## src/rtl/encoder42_sync.sv

```systemverilog
// encoder42_sync: 4-to-2 priority encoder with pending-request memory.
// Requests are latched, then drained one code at a time over a valid/ready handshake.
module encoder42_sync #(
    parameter bit MSB_FIRST = 1'b1
) (
    input  logic       clk,
    input  logic       rst,
    input  logic [3:0] req,
    input  logic       in_valid,
    output logic [1:0] out_code,
    output logic       out_valid,
    input  logic       out_ready,
    output logic [2:0] pend_cnt,
    output logic       ovf
);

    typedef enum logic {
        IDLE,
        SHOW
    } state_t;

    state_t     state;
    state_t     state_nxt;
    logic [3:0] pend;
    logic [3:0] pend_nxt;
    logic [3:0] clr;
    logic [3:0] rem;
    logic [3:0] incoming;
    logic [1:0] code_nxt;
    logic [2:0] cnt_nxt;
    logic       hs;
    logic       ovf_nxt;

    // Index of the winning set bit; the last hit in the scan order wins.
    function automatic logic [1:0] pick(input logic [3:0] v);
        logic [1:0] r;
        r = 2'b00;
        if (MSB_FIRST) begin
            for (int i = 0; i < 4; i++)
                if (v[i]) r = 2'(i);
        end else begin
            for (int i = 3; i >= 0; i--)
                if (v[i]) r = 2'(i);
        end
        return r;
    endfunction

    function automatic logic [2:0] popcount(input logic [3:0] v);
        return {2'b00, v[0]} + {2'b00, v[1]}
             + {2'b00, v[2]} + {2'b00, v[3]};
    endfunction

    assign out_valid = (state == SHOW);

    // Pending-set update: drop the handed-off bit, merge new requests.
    // A request landing on a still-pending bit is lost and flagged.
    always_comb begin
        hs       = out_valid & out_ready;
        clr      = hs ? (4'b0001 << out_code) : 4'b0000;
        rem      = pend & ~clr;
        incoming = in_valid ? req : 4'b0000;
        pend_nxt = rem | incoming;
        ovf_nxt  = |(incoming & rem);
        cnt_nxt  = popcount(pend_nxt);
    end

    // Presentation FSM: the shown code is frozen until it is accepted,
    // then the next remaining bit follows with no idle gap.
    always_comb begin
        state_nxt = state;
        code_nxt  = out_code;
        unique case (state)
            IDLE: begin
                if (|pend) begin
                    code_nxt  = pick(pend);
                    state_nxt = SHOW;
                end
            end
            SHOW: begin
                if (hs) begin
                    if (|rem) begin
                        code_nxt = pick(rem);
                    end else begin
                        state_nxt = IDLE;
                    end
                end
            end
            default: state_nxt = IDLE;
        endcase
    end

    // FSM state register.
    always_ff @(posedge clk) begin
        if (rst) state <= IDLE;
        else     state <= state_nxt;
    end

    // Datapath registers; reset discards everything, including a shown code.
    always_ff @(posedge clk) begin
        if (rst) begin
            pend     <= 4'b0000;
            out_code <= 2'b00;
            pend_cnt <= 3'b000;
            ovf      <= 1'b0;
        end else begin
            pend     <= pend_nxt;
            out_code <= code_nxt;
            pend_cnt <= cnt_nxt;
            ovf      <= ovf_nxt;
        end
    end

endmodule

```

## config.mk

```make
export PLATFORM = sky130hd
export DESIGN_NAME = encoder42_sync
export DESIGN_NICKNAME = d
export VERILOG_FILES = /design/src/rtl/encoder42_sync.sv
export SDC_FILE = /design/constraint.sdc
export NUM_CORES = 1
export LEC_CHECK = 0
export ABC_AREA = 1
export CORE_UTILIZATION = 40
export DETAILED_ROUTE_END_ITERATION = 8
export GPL_TIMING_DRIVEN = 0
export PLACE_DENSITY_LB_ADDON = 0.15
export SLEW_MARGIN = 20
export SYNTH_ARGS = -nofsm -noshare
export SYNTH_HDL_FRONTEND = slang
export SYNTH_SLANG_ARGS = --single-unit
```

## constraint.sdc

```tcl
create_clock -name clk -period 6.15 [get_ports clk]
set_clock_uncertainty 0.15 [all_clocks]
set_input_delay 1.5375 -clock clk [delete_from_list [all_inputs] [get_ports clk]]
set_output_delay 1.5375 -clock clk [all_outputs]
set_load 0.02 [all_outputs]
```

==> results_dict.tcl <==
set metrics [dict create \
    place_hpwl_um 801 \
    worst_setup_path_start_kind "primary input" \
    gr-usage-all-layers_pct 17.0 \
    slowest_delay_ns 0.49 \
    placed_cells 106 \
    viasPerCell 4.50 \
    clkSlewWorstSetupHoldPaths_ns 0.07 \
    drc 0 \
    area_delta_synth_final_pct 30.8 \
    synth_area_um2 569 \
    ys_seq_elements 11 \
    firstDrtPassIters 3 \
    antenna_found_initial 0 \
    grt_max_degree 11 \
    multiInputGateArea_um2 297 \
    cts_sinks 11 \
    maxSlewViolCount 0 \
    layout_setup_ws_ns 2.65 \
    numCtsBuffers 3 \
    dr.first_iter.drc_count 5 \
    tns_ns 0 \
    whs_endpoint "pend[0]" \
    cts_resized 0 \
    syn_inst 78 \
    cp_top_family "adder cells" \
    cts_buffer_depth 2 \
    powerDensity_mw_per_mm2 259 \
    relSlewSlack_pct 72.3 \
    htree_levels 1 \
    vias 495 \
    worstMarginPinSlew_ns 0.415 \
    first_global_vias 446 \
    synth-seq-area-share_pct 38.7 \
    gp_congestion 0.675 \
    core_area_mm2 0.00132 \
    drive_above_1_share_pct 18.9 \
    hold_start "pend[0]" \
    io_pins 15 \
    port_buffers 13 \
    root_buffer "clkbuf_4" \
    finalWirelength_um 972 \
    rr_worst_depth 10 \
    period_share_pct 56.9 \
    synth.distinct_cells 18 \
    place_ws_ns 2.39 \
    critical_path.slowest_cell "clkdlybuf4s50_1" \
    reg2reg_slack_ns 4.03 \
    vdd_drop_max_uv 131 \
    die_height_um 39.7 \
    ant_nets 0 \
    hold_class "reg -> reg" \
    regArea_um2 220 \
    initial_core_util_pct 43.2 \
    cp-end-kind "register" \
    yosysWarnings 0 \
    post_cts_buffers 0 \
    rsz0062_at_grt "false" \
    r2r_end "pend_cnt[1]" \
    outcome "completed" \
    cp_num_buf_inv 3 \
    fin_cells 110 \
    cts_tree "done" \
    grt_pass1_wl_mm 1.70 \
    holdPathStages 2 \
    postSynthNetCount 89 \
    r2r-start "out_valid" \
    cp_max_fo 4 \
    core.rowCount 13 \
    path_cells "clkdlybuf4s50_1, nand2_2, nor2_2, nor2_2, inv_1, nand2_1, fa_1, ha_1, ha_1, inv_1, nor2_1" \
    final_core_util_pct 56.5 \
    nNetsFinal 107 \
    hold_violations 0 \
    required_ns 6.14 \
    p_leak_nw 0.339 \
    dieArea_mm2 0.00158 \
    overflow 0 \
    diodes 0 \
    cap_violations 0 \
    die_x_um 39.7 \
    worstPathArrival_ns 3.49 \
    wire_per_inst_um 8.84 \
    finalSetupViolCount 0 \
    layout_min_cycle_time_ns 3.50 \
    clk_latency_ns 0.26 \
    cts.hold.buffers_added 0 \
    clock.fmax_ghz 0.286 \
    crit_type "in -> reg" \
    n_fill_cell 137 \
    synth.avg_cell_area_um2 7.30 \
]
[layout make-up]
type / count / area share (%)
Tap cell: 15 / 2.52
Buffer: 1 / 0.504
Multi-Input combinational cell: 53 / 39.8
Clock buffer: 4 / 3.53
Timing Repair Buffer: 13 / 17.5
Sequential cell: 11 / 29.6
Inverter: 13 / 6.55
[stage by stage]
stage / power [mW] / hold slack (ns) / cell area [um2]
global route: 0.208 / 0.425 / 744
detailed placement: 0.148 / 0.388 / 718
floorplan: 0.125 / 0.344 / 569
global placement: 0.146 / 0.378 / 718
finish: 0.193 / 0.398 / 744
CTS: 0.197 / 0.399 / 744
[synth_stat cells]
master	n	share of area, %
clkbuf_1	1	0.66
a21oi_1	6	5.3
nand3_2	1	1.8
nor2_2	4	4.4
o22ai_1	2	2.2
nor2_1	13	8.6
fa_1	1	3.5
nand2_4	1	2.0
inv_2	3	2.0
dfxtp_1	11	39
nor3_2	1	1.8
nand2_1	15	9.9
ha_1	2	4.4
nor4_1	1	1.1
nand2_2	4	4.4
inv_1	10	6.6
nand3_1	1	0.88
nor2_4	1	2.0
[layer usage]
metal,vias up,global-route usage (%),routed length (um)
met5,-,0,0
met4,0,12.9,16
met3,2,3.41,33
met2,10,26.6,472
met1,211,19.9,450
li1,272,-,-
[where the power goes]
group          leakage, nW  switching [mW]  internal (mW)  total, mW
Combinational        0.233          0.0331         0.0278     0.0609
Clock               0.0150          0.0226         0.0250     0.0477
Sequential          0.0911         0.00515         0.0793     0.0844
Total                0.339          0.0609          0.132      0.193
[tightest hold or removal path, cell delays in order (launching register included)]
cell and delay (ns):
dfxtp_1 0.32, nand2_2 0.11, a21oi_1 0.07
[flip-flops by register name (all words and copies together), names as in the netlist]
register	count
pend	4
out_code	2
pend_cnt	3
out_valid	1
ovf	1
[cells by family after synthesis]
logic type,Yosys count,synth area share (%)
buf+inv,14,9.23
flops,11,38.7
fa+ha+maj,3,7.91
compound gates,8,7.47
simple gates,42,36.7
[worst max-delay path by stage]
stage | start | to | slack [ns] | cells after the start
after global placement | out_ready | pend_cnt[1] | 2.39 | 11
after CTS | out_ready | pend_cnt[1] | 2.65 | 11
after global routing | out_ready | pend_cnt[1] | 2.54 | 11
final | out_ready | pend_cnt[1] | 2.65 | 11
after floorplan | out_ready | pend_cnt[1] | 2.98 | 10
after detailed placement | out_ready | pend_cnt[1] | 2.39 | 11
[placed cells by master, fill, tap and decap left out]
cell type        synthesis  routed
o22ai_1                  2       2
nor4_1                   1       1
fa_1                     1       1
dfxtp_1                 11      11
nand2_1                 15      15
nor2_4                   1       1
nand2_2                  4       4
clkbuf_4                 0       3
ha_1                     2       2
nand3_2                  1       1
nor2_1                  13      13
nand2_4                  1       1
nand3_1                  1       1
inv_1                   10      10
nor2_2                   4       4
nor3_2                   1       1
inv_2                    3       3
clkdlybuf4s50_1          0      13
a21oi_1                  6       6
clkbuf_1                 1       2
No activity file was read; power rests on OpenSTA's default activity.
